==> src/rtl/rr_arbiter_8_pkg.sv <==
// Shared types and the rotating-priority pick used by the 8-way round-robin arbiter.
package arb_pkg;

    localparam int N_REQ = 8;
    localparam int IDX_W = 3;

    typedef enum logic {IDLE, BUSY} arb_state_t;

    // Scan (last+1) upward with wrap; returns last when nothing is requesting.
    function automatic logic [IDX_W-1:0] rr_pick(input logic [N_REQ-1:0] req,
                                                 input logic [IDX_W-1:0] last);
        logic [IDX_W-1:0] pick;
        logic [IDX_W-1:0] cand;
        logic             found;
        pick  = last;
        found = 1'b0;
        for (int k = 1; k <= N_REQ; k++) begin
            cand = last + IDX_W'(k);
            if (!found && req[cand]) begin
                pick  = cand;
                found = 1'b1;
            end
        end
        return pick;
    endfunction

endpackage

==> src/rtl/rr_arbiter_8_decoder.sv <==
// 3-to-8 one-hot decoder with enable; output is all zero when disabled.
module decoder_3_to_8 (
    input  logic       ena,
    input  logic [2:0] in,
    output logic [7:0] out
);

    always_comb begin
        out = 8'h00;
        if (ena) out[in] = 1'b1;
    end

endmodule

==> src/rtl/rr_arbiter_8.sv <==
// Round-robin arbiter for 8 requesters; holds each grant until done, request drop
// or MAX_HOLD cycles, always leaving one idle cycle between grants.
module rr_arbiter_8
    import arb_pkg::*;
#(
    parameter int MAX_HOLD = 16
) (
    input  logic             clk,
    input  logic             rst,
    input  logic             ena,
    input  logic [N_REQ-1:0] req,
    input  logic             done,
    output logic [N_REQ-1:0] gnt,
    output logic [IDX_W-1:0] gnt_idx,
    output logic             gnt_valid,
    output logic             timeout
);

    localparam int HOLD_W = $clog2(MAX_HOLD);

    arb_state_t        state;
    logic [IDX_W-1:0]  last;
    logic [HOLD_W-1:0] hold_cnt;

    logic              hold_limit;
    logic              release_now;
    logic              forced;
    logic [IDX_W-1:0]  next_idx;

    always_comb begin
        hold_limit  = (hold_cnt == HOLD_W'(MAX_HOLD - 1));
        release_now = done || !req[gnt_idx] || hold_limit;
        // A pulse only when the limit alone ends the grant.
        forced      = hold_limit && !done && req[gnt_idx];
        next_idx    = rr_pick(req, last);
    end

    always_ff @(posedge clk or negedge rst) begin
        if (!rst) begin
            state    <= IDLE;
            gnt_idx  <= '0;
            last     <= IDX_W'(N_REQ - 1);
            hold_cnt <= '0;
            timeout  <= 1'b0;
        end else begin
            case (state)
                IDLE: begin
                    timeout <= 1'b0;
                    if (ena && |req) begin
                        gnt_idx  <= next_idx;
                        hold_cnt <= '0;
                        state    <= BUSY;
                    end
                end
                BUSY: begin
                    if (release_now) begin
                        last     <= gnt_idx;
                        hold_cnt <= '0;
                        timeout  <= forced;
                        state    <= IDLE;
                    end else begin
                        hold_cnt <= hold_cnt + HOLD_W'(1);
                        timeout  <= 1'b0;
                    end
                end
                default: state <= IDLE;
            endcase
        end
    end

    assign gnt_valid = (state == BUSY);

    decoder_3_to_8 u_dec (
        .ena (gnt_valid),
        .in  (gnt_idx),
        .out (gnt)
    );

endmodule

==> config.mk <==
export PLATFORM = sky130hd
export DESIGN_NAME = rr_arbiter_8
export DESIGN_NICKNAME = d
export VERILOG_FILES = /design/src/rtl/rr_arbiter_8_pkg.sv /design/src/rtl/rr_arbiter_8_decoder.sv /design/src/rtl/rr_arbiter_8.sv
export SDC_FILE = /design/constraint.sdc
export NUM_CORES = 1
export LEC_CHECK = 0
export CAP_MARGIN = 20
export CORE_MARGIN = 10
export CORE_UTILIZATION = 59
export DETAILED_ROUTE_END_ITERATION = 10
export HOLD_SLACK_MARGIN = 0.08
export PLACE_DENSITY_LB_ADDON = 0.15
export SETUP_SLACK_MARGIN = 0.5
export SYNTH_ARGS = -nofsm -noshare
export SYNTH_HDL_FRONTEND = slang
export SYNTH_HIERARCHICAL = 1
export SYNTH_SLANG_ARGS = --single-unit
==> constraint.sdc <==
create_clock -name clk -period 6.85 [get_ports clk]
set_input_delay 2.055 -clock clk [delete_from_list [all_inputs] [get_ports clk]]
set_output_delay 2.055 -clock clk [all_outputs]
set_load 0.03 [all_outputs]
======== After elaboration in Yosys (flattened, before gate mapping) ========
Index checks and enable logic that the tools add are counted.
word-level totals
  register bits ........................... 12
  input port bits ......................... 12
  output and inout bits ................... 13
  logic and storage cells ................. 95
cells by class
  add/sub/neg operators ................... 8
  magnitude comparators ................... 10
  eq/ne operators ......................... 2
  muxes and demuxes ....................... 44
  bitwise logic cells ..................... 1
  reductions and logical operators ........ 25
operators by type and width
  operator             number
  $lt 3x4->1 const B   9
  $bmux 1 s3           9
  $mux 3               8
  $mux 1               20
  $add 3x3->3 const B  4
  $logic_and 1x1->1    11
  $logic_not 1->1      9
  $mux 4               2
  $mux 8               1
  $pmux 4 s2           1
  $reduce_or 8->1      1
  $add 3x2->3 const B  2
  $add 4x1->4 const B  1
  $eq 4x4->1 const B   1
  $pmux 1 s2           2
  $reduce_and 2->1     2
  $add 3x1->3 const B  1
  $demux 1 s3          1
  $ge 3x1->1 const B   1
  $logic_or 1x1->1     2
  $ne 2x2->1 const B   1
  $not 1->1            1

======== Longest topological paths before layout ========
Gate-level depths: netlist of run 1.
  word-level depth ........................ 25
  depth in mapped cells ................... 11
  mapped depth without buffers ............ 8

======== Hierarchy ========
The synthesis of run 1 kept the hierarchy.
modules (own cells, without submodules)
  module          instances  cells an instance  area each (µm²)  sequential area each (µm²)
  rr_arbiter_8    1          147                1503.9           304.0
  decoder_3_to_8  1          8                  95.1             0.0

======== Worst setup path before layout of run 1 ========
OpenSTA, ideal clock, no wires.
  kind .................................... in2reg
  from .................................... in req[6]
  to ...................................... reg gnt_idx[2]
  library setup time ...................... 0.128 ns
  data arrival time ....................... 3.446 ns
  data required time ...................... 6.722 ns
  setup slack ............................. 3.275 ns
  stages .................................. 6
  path buffers ............................ 0
  cell sequence ........................... mux4_2 a221oi_1 nor2_1 a211o_1 a22oi_1 o31ai_2
on the way
  longest elaborated chain between the ends .. 24
  elaborated cells on any way between the ends .. 48
  those cells by class .................... mux: 31; reduce/logical: 17
ends and longest elaborated chain
  item                          RTL line                RTL
  start, declared               rr_arbiter_8.sv:11      input logic [N_REQ-1:0] req,
  $bmux 1 s3                    rr_arbiter_8_pkg.sv:19  if (!found && req[cand]) begin
  $mux 1 (not written as such)  rr_arbiter_8_pkg.sv:19
  $mux 1                        rr_arbiter_8_pkg.sv:19
  $logic_not 1->1               rr_arbiter_8_pkg.sv:19
  $logic_and 1x1->1             rr_arbiter_8_pkg.sv:19
  $mux 1                        rr_arbiter_8_pkg.sv:19
  $logic_not 1->1               rr_arbiter_8_pkg.sv:19
  $logic_and 1x1->1             rr_arbiter_8_pkg.sv:19
  [8 not listed]                --
  $logic_and 1x1->1             rr_arbiter_8_pkg.sv:19
  $mux 1                        rr_arbiter_8_pkg.sv:19
  $logic_not 1->1               rr_arbiter_8_pkg.sv:19
  $logic_and 1x1->1             rr_arbiter_8_pkg.sv:19
  $mux 1                        rr_arbiter_8_pkg.sv:19
  $logic_not 1->1               rr_arbiter_8_pkg.sv:19
  $logic_and 1x1->1             rr_arbiter_8_pkg.sv:19
  $mux 3                        rr_arbiter_8_pkg.sv:19
  end signal, assigned          rr_arbiter_8.sv:50      gnt_idx <= next_idx;
  end, declared                 rr_arbiter_8.sv:14      output logic [IDX_W-1:0] gnt_idx,
Parallel ways exist; a longest one is shown, timed or not. The select of a mux whose other input is x is not followed.
A chain may end at the register's enable or synchronous reset.

======== Worst setup path in the final report of run 1 ========
  from .................................... in req[3]
  to ...................................... reg gnt_idx[1]
Same word-level chain as after synthesis.

==> flow_metrics.env, run 1 <==
export IMPL_timing_final_max_slew_violations=0
export IMPL_clock_slew_at_reported_path_ffs_ns=0.08
export IMPL_initial_antenna_violation_count=0
export IMPL_clk_root_buffer_cell="sky130_fd_sc_hd__clkbuf_4"
export IMPL_post_dp_hpwl_mm=3.16
export IMPL_critPathArrivalTime_ns=4.31
export IMPL_die_w_um=72.1
export IMPL_crit_path_end_kind="flip-flop"
export IMPL_worst_slew_margin_rel_pct=62.3
export IMPL_predominant_post_synthesis_flop_cell="sky130_fd_sc_hd__dfrtp_1"
export IMPL_post_synth_instance_area_um2=1600
export IMPL_antenna_violating_nets_post_route=0
export IMPL_p_sw_uw=518
export IMPL_port_buffers=24
export IMPL_max_freq_mhz=240
export IMPL_yosys_warnings=6
export IMPL_seq_power_share_pct=20.2
export IMPL_count_of_pins_on_the_block_boundary=25
export IMPL_power_share_switching_pct=50.0
export IMPL_syn_area_per_cell_um2=10.3
export IMPL_routed_wl_mm=4.15
export IMPL_rows=18
export IMPL_clk_skew_ns=0.00627
export IMPL_required_worst_endpoint_ns=7.00
export IMPL_fillcell_total=190
export IMPL_tritoncts_num_buffers=3
export IMPL_grt_use_total_pct=16.0
export IMPL_via_count=1429
export IMPL_worst_pin_slew_ns=0.564
export IMPL_ys_top_cells_by_area="sky130_fd_sc_hd__mux4_2 (21%), sky130_fd_sc_hd__dfrtp_1 (14%), sky130_fd_sc_hd__mux2i_1 (7.5%)"
export IMPL_floorplan_initialDensity_pct=63.4
export IMPL_grt_overflow_total=0
export IMPL_route_detailed_wl_per_inst_um=20.1
export IMPL_holdBufCountCts=0
export IMPL_synth_cell_type_count=57
export IMPL_report_final_setup_viol=0
export IMPL_final_hold_viol_count=0
export IMPL_clock_insertion_delay_worst_skew_ns=0.28
export IMPL_routed_via_density=6.94
export IMPL_proportion_of_layout_cells_with_a_drive_suffix_above_1_pct=21.0
export IMPL_rsz0062_at_grt="no"
export IMPL_syn2layout_area_growth_pct=16.3
export IMPL_ir_drop_v=0.000380
export IMPL_synth_largest_type_area_fraction_pct=21.1
export IMPL_die_height_um=72.1
export IMPL_final_util_pct=73.7
export IMPL_drt_pass1_iter_count=4
export IMPL_final_design_area_no_fill_um2=1860
export IMPL_routabilityCongestion=0.966
export IMPL_synth_edff_count=0
export IMPL_total_power_uw=1040
export IMPL_setup_slack_of_the_worst_register_to_register_path_ns=3.51
export IMPL_synth_ff_latch_count=12
export IMPL_hold_path_class="flip-flop to flip-flop"
export IMPL_power_density_nw_per_um2=557
export IMPL_cts_sinks=12
export IMPL_cts_buffer_depth=2
export IMPL_final_net_count=192
export IMPL_dp_worst_setup_slack_ns=2.45
export IMPL_worst_path_max_fanout=8
export IMPL_clock_power_share_pct=5.6
export IMPL_setup_total_negative_slack_ns=0
export IMPL_min_period_ns=4.16
export IMPL_static_leakage_power_uw=0.000746
export IMPL_remaining_drc_errors=0
export IMPL_mappedNetlistNets=170
export IMPL_syn_instance_count=155
export IMPL_die_area_um2=5190
export IMPL_cp_start_kind="input port"
export IMPL_period_share_pct=60.7
export IMPL_maxCapViolations=0
export IMPL_grt_start_max_net_pins=22
export IMPL_finalWorstSetupSlack_ns=2.69
export IMPL_p_int_uw=518
export IMPL_netlist_top_cell_by_area="sky130_fd_sc_hd__mux4_2"
export IMPL_placed_area_um2=1820
export IMPL_synth_sequential_area_ratio_pct=19.0
export IMPL_critical_path_class="input port to flip-flop"
export IMPL_core_um2=2520
export IMPL_postSynth_asyncResetShare_pct=100
export IMPL_antenna_cells=0
export IMPL_htree_num_levels=1
export IMPL_post_cts_buffers=0
export IMPL_post_cts_resize_count=0
export IMPL_first_global_vias=1367
export IMPL_grt_first_pass_wirelength_mm=6.91
export IMPL_initial_detailed_routing_violation_count=102
export IMPL_tritoncts="built"
export IMPL_run_status="complete, no violations"
export IMPL_share_comb_of_total_power_pct=74.2
==> stage by stage <==
stage | cells | hold WS [ns]
2_1_floorplan | 155 | 0.495
3_3_place_gp | 202 | 0.516
3_5_place_dp | 202 | 0.525
4_1_cts | 206 | 0.548
5_1_grt | 206 | 0.564
6_report | 206 | 0.541
==> kinds of logic after synthesis <==
kind of cell             Yosys count  share of synthesized area (%)
AND/OR/NAND/NOR                   53                           20.0
adder cells (fa/ha/maj)            3                           2.35
AO/OA/AOI/OAI                     31                           14.6
multiplexers                      36                           36.1
flip-flops                        12                           19.0
buffers and inverters             15                           5.24
XOR/XNOR                           5                           2.74
==> synthesized netlist by cell type, types with 3 or more instances <==
cell                      count
sky130_fd_sc_hd__buf_6        3
sky130_fd_sc_hd__nand3_1      3
sky130_fd_sc_hd__mux2_1       4
sky130_fd_sc_hd__mux4_2      15
sky130_fd_sc_hd__dfrtp_1      9
sky130_fd_sc_hd__nand2_1     19
sky130_fd_sc_hd__ha_1         3
sky130_fd_sc_hd__a21oi_1      5
sky130_fd_sc_hd__mux2i_1     12
sky130_fd_sc_hd__xnor2_1      3
sky130_fd_sc_hd__dfstp_2      3
sky130_fd_sc_hd__inv_1        7
sky130_fd_sc_hd__o21ai_1      3
sky130_fd_sc_hd__buf_2        4
sky130_fd_sc_hd__nor2_1       7
==> layout make-up <==
cell class | count | area, um^2 | area share (%)
tap | 30 | 37.5 | 2.02
timing repair buffer | 24 | 240 | 12.9
multi-input combinational | 128 | 1210 | 65.1
clock buffer | 4 | 36.3 | 1.95
inverter | 8 | 30.0 | 1.62
sequential | 12 | 304 | 16.4
==> critical path, cell delays in order <==
cell	delay [ns]
sky130_fd_sc_hd__clkdlybuf4s50_1	0.66
sky130_fd_sc_hd__mux2i_1	0.19
sky130_fd_sc_hd__mux4_2	0.58
sky130_fd_sc_hd__mux2i_1	0.14
sky130_fd_sc_hd__and4_1	0.20
sky130_fd_sc_hd__o41ai_1	0.36
sky130_fd_sc_hd__a22oi_1	0.11
==> worst paths after layout <==
path	cells after the start	start	end
worst max-delay path	7	req[3]	gnt_idx[1]$_DFFE_PN0P_
worst min-delay path	1	hold_cnt[1]$_DFFE_PN0P_	hold_cnt[1]$_DFFE_PN0P_
worst max register to register	8	last[1]$_DFFE_PN1P_	gnt_idx[2]$_DFFE_PN0P_
worst min register to register	1	hold_cnt[1]$_DFFE_PN0P_	hold_cnt[1]$_DFFE_PN0P_
max in group asynchronous	1	rst	last[1]$_DFFE_PN1P_
min in group asynchronous	1	rst	hold_cnt[2]$_DFFE_PN0P_
==> metal layers <==
layer,wire length (um),vias to the layer above,GRT usage [%]
met5,0,-,0
met4,51,0,3.44
met3,305,10,4.76
met2,2050,66,26.1
met1,1750,691,20.3
li1,-,662,-
==> state kept, by name, summed over array words and instances (netlist names) <==
signal     flops
gnt_valid      1
timeout        1
gnt_idx        3
last           3
hold_cnt       4
==> layout by cell type (no fill, tap or decap), types with 4 or more instances in the layout <==
cell type	n
sky130_fd_sc_hd__mux2i_1	12
sky130_fd_sc_hd__mux4_2	15
sky130_fd_sc_hd__nand2_1	19
sky130_fd_sc_hd__dfrtp_1	9
sky130_fd_sc_hd__clkdlybuf4s50_1	24
sky130_fd_sc_hd__a21oi_1	5
sky130_fd_sc_hd__nor2_1	7
sky130_fd_sc_hd__mux2_1	4
sky130_fd_sc_hd__inv_1	7
==> power groups by stage <==
stage	sequential [uW]	combinational (uW)	clock [uW]
finish	209	769	58.0
global route	222	823	63.0
CTS	208	764	59.3
detailed placement	209	761	0
global placement	202	742	0
floorplan	162	651	0
No activity file was read; power rests on OpenSTA's default activity.
==> inputs of run 2 (changes only) <==
CORE_UTILIZATION = 49   (was 59)
clock period = 3.8 ns   (was 6.85 ns; I/O delays follow)
==> flow_metrics.env, run 2 (synthesis gave the netlist of run 1 again) <==
export IMPL_initial_antenna_violation_count=0
export IMPL_holdWs_ns=0.545
export IMPL_setup_total_negative_slack_ns=0
export IMPL_die_height_um=77.1
export IMPL_required_worst_endpoint_ns=3.95
export IMPL_clk_skew_ns=0.00360
export IMPL_grt_start_max_net_pins=21
export IMPL_cts_buffer_depth=2
export IMPL_clock_slew_at_reported_path_ffs_ns=0.08
export IMPL_hold_path_class="flip-flop to flip-flop"
export IMPL_cp_start_kind="input port"
export IMPL_worst_pin_slew_ns=0.563
export IMPL_proportion_of_layout_cells_with_a_drive_suffix_above_1_pct=23.0
export IMPL_count_of_pins_on_the_block_boundary=25
export IMPL_core_um2=3080
export IMPL_final_design_area_no_fill_um2=1910
export IMPL_routabilityCongestion=0.886
export IMPL_worst_r2r_cell_count=8
export IMPL_run_status="complete, no violations"
export IMPL_report_final_setup_viol=0
export IMPL_instance_count_after_placement_with_tap_cells_included=218
export IMPL_final_net_count=194
export IMPL_floorplan_initialDensity_pct=52.0
export IMPL_worst_slew_margin_rel_pct=62.4
export IMPL_routed_wl_mm=4.07
export IMPL_placed_area_um2=1860
export IMPL_timing_final_max_slew_violations=0
export IMPL_routed_via_density=6.45
export IMPL_final_hold_viol_count=0
export IMPL_die_w_um=77.1
export IMPL_mostFrequentLayoutCell="sky130_fd_sc_hd__clkdlybuf4s50_1"
export IMPL_tritoncts="built"
export IMPL_via_count=1433
export IMPL_route_detailed_wl_per_inst_um=18.3
export IMPL_syn2layout_area_growth_pct=19.2
export IMPL_clock_insertion_delay_worst_skew_ns=0.28
export IMPL_ir_drop_v=0.000445
export IMPL_critPathArrivalTime_ns=3.32
export IMPL_final_util_pct=61.9
export IMPL_remaining_drc_errors=0
export IMPL_reg2reg_from="last[1]$_DFFE_PN1P_"
export IMPL_rsz0062_at_grt="no"
export IMPL_largest_register="hold_cnt"
export IMPL_initial_detailed_routing_violation_count=103
export IMPL_min_from="hold_cnt[1]$_DFFE_PN0P_"
export IMPL_antenna_cells=0
export IMPL_whs_path_depth=1
export IMPL_antenna_violating_nets_post_route=0
export IMPL_maxCapViolations=0
export IMPL_cts_sinks=12
export IMPL_first_global_vias=1300
export IMPL_layoutNonFillerInstCount=222
export IMPL_clk_root_buffer_cell="sky130_fd_sc_hd__clkbuf_4"
export IMPL_power_density_nw_per_um2=1000
export IMPL_setup_slack_of_the_worst_register_to_register_path_ns=0.94
export IMPL_rows=20
export IMPL_crit_path_end_kind="flip-flop"
export IMPL_die_area_um2=5950
export IMPL_timing_rr_end="gnt_idx[1]$_DFFE_PN0P_"
export IMPL_grt_first_pass_wirelength_mm=6.89
export IMPL_static_leakage_power_uw=0.000766
export IMPL_worst_path_max_fanout=9
export IMPL_min_period_ns=3.17
export IMPL_drt_pass1_iter_count=4
export IMPL_port_buffers=24
export IMPL_period_share_pct=83.4
export IMPL_grt_overflow_total=0
export IMPL_tritoncts_num_buffers=3
export IMPL_post_dp_hpwl_mm=3.13
export IMPL_flip_flop_count_of_the_largest_register_all_copies_and_words_added=4
export IMPL_max_freq_mhz=316
export IMPL_commonest_cells_after_routing_fill_and_taps_aside="sky130_fd_sc_hd__clkdlybuf4s50_1 (23), sky130_fd_sc_hd__nand2_1 (19), sky130_fd_sc_hd__mux4_2 (15)"
export IMPL_largestRegisters="hold_cnt: 4 flops, gnt_idx: 3 flops, last: 3 flops"
export IMPL_grt_use_total_pct=13.6
export IMPL_htree_num_levels=1
export IMPL_critical_path_class="input port to flip-flop"
export IMPL_min_delay_worst_endpoint="hold_cnt[1]$_DFFE_PN0P_"
## run 2: worst max-delay path: stages
cell,delay (ns)
sky130_fd_sc_hd__clkdlybuf4s50_1,0.66
sky130_fd_sc_hd__mux2i_1,0.17
sky130_fd_sc_hd__mux4_2,0.57
sky130_fd_sc_hd__mux2i_1,0.14
sky130_fd_sc_hd__and4_1,0.21
sky130_fd_sc_hd__o41ai_2,0.31
sky130_fd_sc_hd__a22oi_1,0.11
## run 2: through the flow
step           setup WS [ns]  power, uW
4_1_cts                0.529       1870
2_1_floorplan          0.856       1460
6_report               0.631       1910
3_5_place_dp           0.218       1760
5_1_grt                0.537       2050
3_3_place_gp           0.332       1740
## run 2: metal layers
layer	vias to the layer above	track usage, %	wire length, um
met1	718	18.0	1740
li1	664	-	-
met3	2	3.26	271
met5	-	0	0
met2	49	21.9	2040
met4	0	2.92	23
## run 2: how the worst max path moves through the flow
stage                                   start                endpoint  cells after the start
after global placement                 req[1]  gnt_idx[1]$_DFFE_PN0P_                      7
final                                  req[1]  gnt_idx[1]$_DFFE_PN0P_                      7
after detailed placement               req[1]  gnt_idx[1]$_DFFE_PN0P_                      7
after global routing                   req[0]  gnt_idx[1]$_DFFE_PN0P_                      7
after CTS                              req[1]  gnt_idx[1]$_DFFE_PN0P_                      7
after floorplan           last[1]$_DFFE_PN1P_  gnt_idx[2]$_DFFE_PN0P_                     11
## run 2: cell type report
type / count / area (um^2)
multi-input combinational: 128 / 1220
fill: 254 / 1170
sequential: 12 / 304
timing repair buffer: 26 / 258
tap: 44 / 55.1
clock buffer: 4 / 36.3
inverter: 8 / 30.0
## run 2: power breakdown
group          internal, uW  switching [uW]
combinational           719             789
clock                  58.3            46.4
sequential              184             111
total                   962             946
## run 2: timing repair
item | CTS | global route
setup endpoints to repair | 0 | 1
hold buffers | 0 | 0
buffers inserted | 0 | 0
gates resized for setup | 0 | 3
==> inputs of run 3 (changes only) <==
clock period = 2.7 ns   (was 3.8 ns; I/O delays follow)
==> flow_metrics.env, run 3 (synthesis gave the netlist of run 1 again) <==
export IMPL_initial_antenna_violation_count=0
export IMPL_crit_path_end_kind="flip-flop"
export IMPL_dp_worst_setup_slack_ns=-0.298
export IMPL_combined_area_of_the_multi_input_logic_cells_um2=1270
export IMPL_run_status="complete, no violations"
export IMPL_routed_via_density=6.19
export IMPL_clock_power_share_pct=4.3
export IMPL_grt_start_max_net_pins=21
export IMPL_htree_num_levels=1
export IMPL_power_density_nw_per_um2=1520
export IMPL_flip_flop_count_of_the_largest_register_all_copies_and_words_added=4
export IMPL_period_share_pct=95.5
export IMPL_post_dp_hpwl_mm=3.49
export IMPL_clk_skew_ns=0.00224
export IMPL_worstPathBufferInverterCount=1
export IMPL_port_buffers=24
export IMPL_floorplan_initialDensity_pct=52.0
export IMPL_worst_slew_margin_rel_pct=65.2
export IMPL_min_period_ns=2.58
export IMPL_required_worst_endpoint_ns=2.89
export IMPL_p_int_uw=1750
export IMPL_share_comb_of_total_power_pct=82.9
export IMPL_grt_overflow_total=0
export IMPL_timing_final_max_slew_violations=0
export IMPL_hold_path_class="flip-flop to flip-flop"
export IMPL_cts_sinks=12
export IMPL_report_final_setup_viol=0
export IMPL_grt_first_pass_wirelength_mm=7.65
export IMPL_crit_slowest_cell="sky130_fd_sc_hd__dfstp_2"
export IMPL_drt_pass1_iter_count=4
export IMPL_antenna_cells=0
export IMPL_power_share_switching_pct=46.7
export IMPL_max_freq_mhz=388
export IMPL_finalWorstSetupSlack_ns=0.122
export IMPL_worst_path_max_fanout=6
export IMPL_proportion_of_layout_cells_with_a_drive_suffix_above_1_pct=47.3
export IMPL_holdBufCountCts=0
export IMPL_routabilityCongestion=0.990
export IMPL_largestRegisters="hold_cnt: 4 flops, gnt_idx: 3 flops, last: 3 flops"
export IMPL_commonest_cells_after_routing_fill_and_taps_aside="sky130_fd_sc_hd__buf_4 (28), sky130_fd_sc_hd__nand2_1 (18), sky130_fd_sc_hd__mux4_2 (15)"
export IMPL_slowest_delay_ns=0.60
export IMPL_p_sw_uw=1530
export IMPL_grt_use_total_pct=15.3
export IMPL_seq_power_share_pct=12.8
export IMPL_clock_slew_at_reported_path_ffs_ns=0.07
export IMPL_die_area_um2=5950
export IMPL_maxCapViolations=0
export IMPL_count_of_pins_on_the_block_boundary=25
export IMPL_final_net_count=223
export IMPL_crit_path_cell_trace="inv_6 -> ha_4 -> mux4_2 -> mux2_4 -> nor2_1 -> a221o_1 -> a31oi_1 -> a22oi_1"
export IMPL_rsz0062_at_grt="yes"
export IMPL_antenna_violating_nets_post_route=0
export IMPL_die_height_um=77.1
export IMPL_setup_total_negative_slack_ns=0
export IMPL_die_w_um=77.1
export IMPL_critPathArrivalTime_ns=2.76
export IMPL_critical_path_class="flip-flop to flip-flop"
export IMPL_core_um2=3080
export IMPL_tritoncts_num_buffers=3
export IMPL_holdWs_ns=0.544
export IMPL_final_hold_viol_count=0
export IMPL_cp_start_kind="flip-flop"
export IMPL_clock_insertion_delay_worst_skew_ns=0.27
export IMPL_initial_detailed_routing_violation_count=116
export IMPL_final_util_pct=70.2
export IMPL_worst_pin_slew_ns=0.521
export IMPL_crit_family="multiplexers"
export IMPL_ir_drop_v=0.000658
export IMPL_clk_root_buffer_cell="sky130_fd_sc_hd__clkbuf_4"
export IMPL_register_area_um2=308
export IMPL_via_count=1554
export IMPL_mostFrequentLayoutCell="sky130_fd_sc_hd__buf_4"
export IMPL_syn2layout_area_growth_pct=35.2
export IMPL_largest_register="hold_cnt"
export IMPL_static_leakage_power_uw=0.000925
export IMPL_rows=20
export IMPL_remaining_drc_errors=0
export IMPL_fillcell_total=247
export IMPL_routed_wl_mm=4.65
export IMPL_route_detailed_wl_per_inst_um=18.5
export IMPL_tritoncts="built"
export IMPL_first_global_vias=1552
export IMPL_cts_buffer_depth=2
## run 3: cell types whose count changed in the layout (fill, tap and decap cells not counted), moves of 2 or more
cell,before,now
sky130_fd_sc_hd__buf_4,2,28
sky130_fd_sc_hd__clkdlybuf4s50_1,23,4
sky130_fd_sc_hd__clkbuf_2,0,8
sky130_fd_sc_hd__clkdlybuf4s15_2,0,4
sky130_fd_sc_hd__buf_2,0,3
sky130_fd_sc_hd__dfrtp_1,9,6
sky130_fd_sc_hd__dfrtp_2,0,3
sky130_fd_sc_hd__dlygate4sd2_1,0,3
sky130_fd_sc_hd__a221oi_1,2,0
sky130_fd_sc_hd__a221oi_2,0,2
sky130_fd_sc_hd__buf_12,0,2
sky130_fd_sc_hd__inv_1,7,5
sky130_fd_sc_hd__inv_6,0,2
sky130_fd_sc_hd__mux2_4,1,3
## run 3: repair_timing
action | 4_1_cts | 5_1_grt
resized for setup | 45 | 27
endpoints found under the setup margin | 24 | 19
pin swaps | 8 | 8
setup buffers | 7 | 5
## run 3: cell type report
type / instances / area share (%)
clock buffers: 4 / 1.68
inverters: 8 / 1.85
multi-input cells: 128 / 59.0
flip-flops and latches: 12 / 14.2
well taps: 44 / 2.55
repair buffers: 55 / 20.7
## run 3: stage by stage
step	cells	total power (uW)	cell area, um^2
CTS	246	3060	2150
global route	251	3500	2160
finish	251	3290	2160
detailed placement	235	2800	2050
global placement	235	2750	2050
floorplan	155	2200	1670
## run 3: worst reg2reg max path, cell delays in order (launching register included)
cell and delay [ns]:
sky130_fd_sc_hd__dfstp_2 0.60, sky130_fd_sc_hd__inv_6 0.05, sky130_fd_sc_hd__ha_4 0.31, sky130_fd_sc_hd__mux4_2 0.60
sky130_fd_sc_hd__mux2_4 0.31, sky130_fd_sc_hd__nor2_1 0.21, sky130_fd_sc_hd__a221o_1 0.20, sky130_fd_sc_hd__a31oi_1 0.08
sky130_fd_sc_hd__a22oi_1 0.14
## run 3: layer usage
| metal | part of all wire (%) | track usage [%] | wire, um | vias up |
|---|---|---|---|---|
| li1 | - | - | - | 725 |
| met1 | 43 | 19.4 | 2020 | 779 |
| met2 | 50 | 25.7 | 2330 | 48 |
| met3 | 5.9 | 3.15 | 274 | 2 |
| met4 | 0.52 | 3.65 | 24 | 0 |
| met5 | 0 | 0 | 0 | - |
## run 3: power by group through the flow
| stage | registers [uW] | clock network, uW | logic [uW] |
|---|---|---|---|
| after CTS | 428 | 146 | 2490 |
| after floorplan | 411 | 0 | 1790 |
| final | 421 | 141 | 2720 |
| after global routing | 440 | 159 | 2900 |
| after global placement | 417 | 0 | 2330 |
| after detailed placement | 427 | 0 | 2370 |
## run 3: path summary, 6_finish.rpt
check | start | end | slack [ns] | cells past startpoint
min in group asynchronous | rst | timeout$_DFF_PN0_ | 0.88 | 1
min | hold_cnt[1]$_DFFE_PN0P_ | hold_cnt[1]$_DFFE_PN0P_ | 0.54 | 1
max | last[0]$_DFFE_PN1P_ | gnt_idx[1]$_DFFE_PN0P_ | 0.12 | 8
max reg2reg | last[0]$_DFFE_PN1P_ | gnt_idx[1]$_DFFE_PN0P_ | 0.12 | 8
max in group asynchronous | rst | gnt_idx[2]$_DFFE_PN0P_ | 1.45 | 1
min reg2reg | hold_cnt[1]$_DFFE_PN0P_ | hold_cnt[1]$_DFFE_PN0P_ | 0.54 | 1
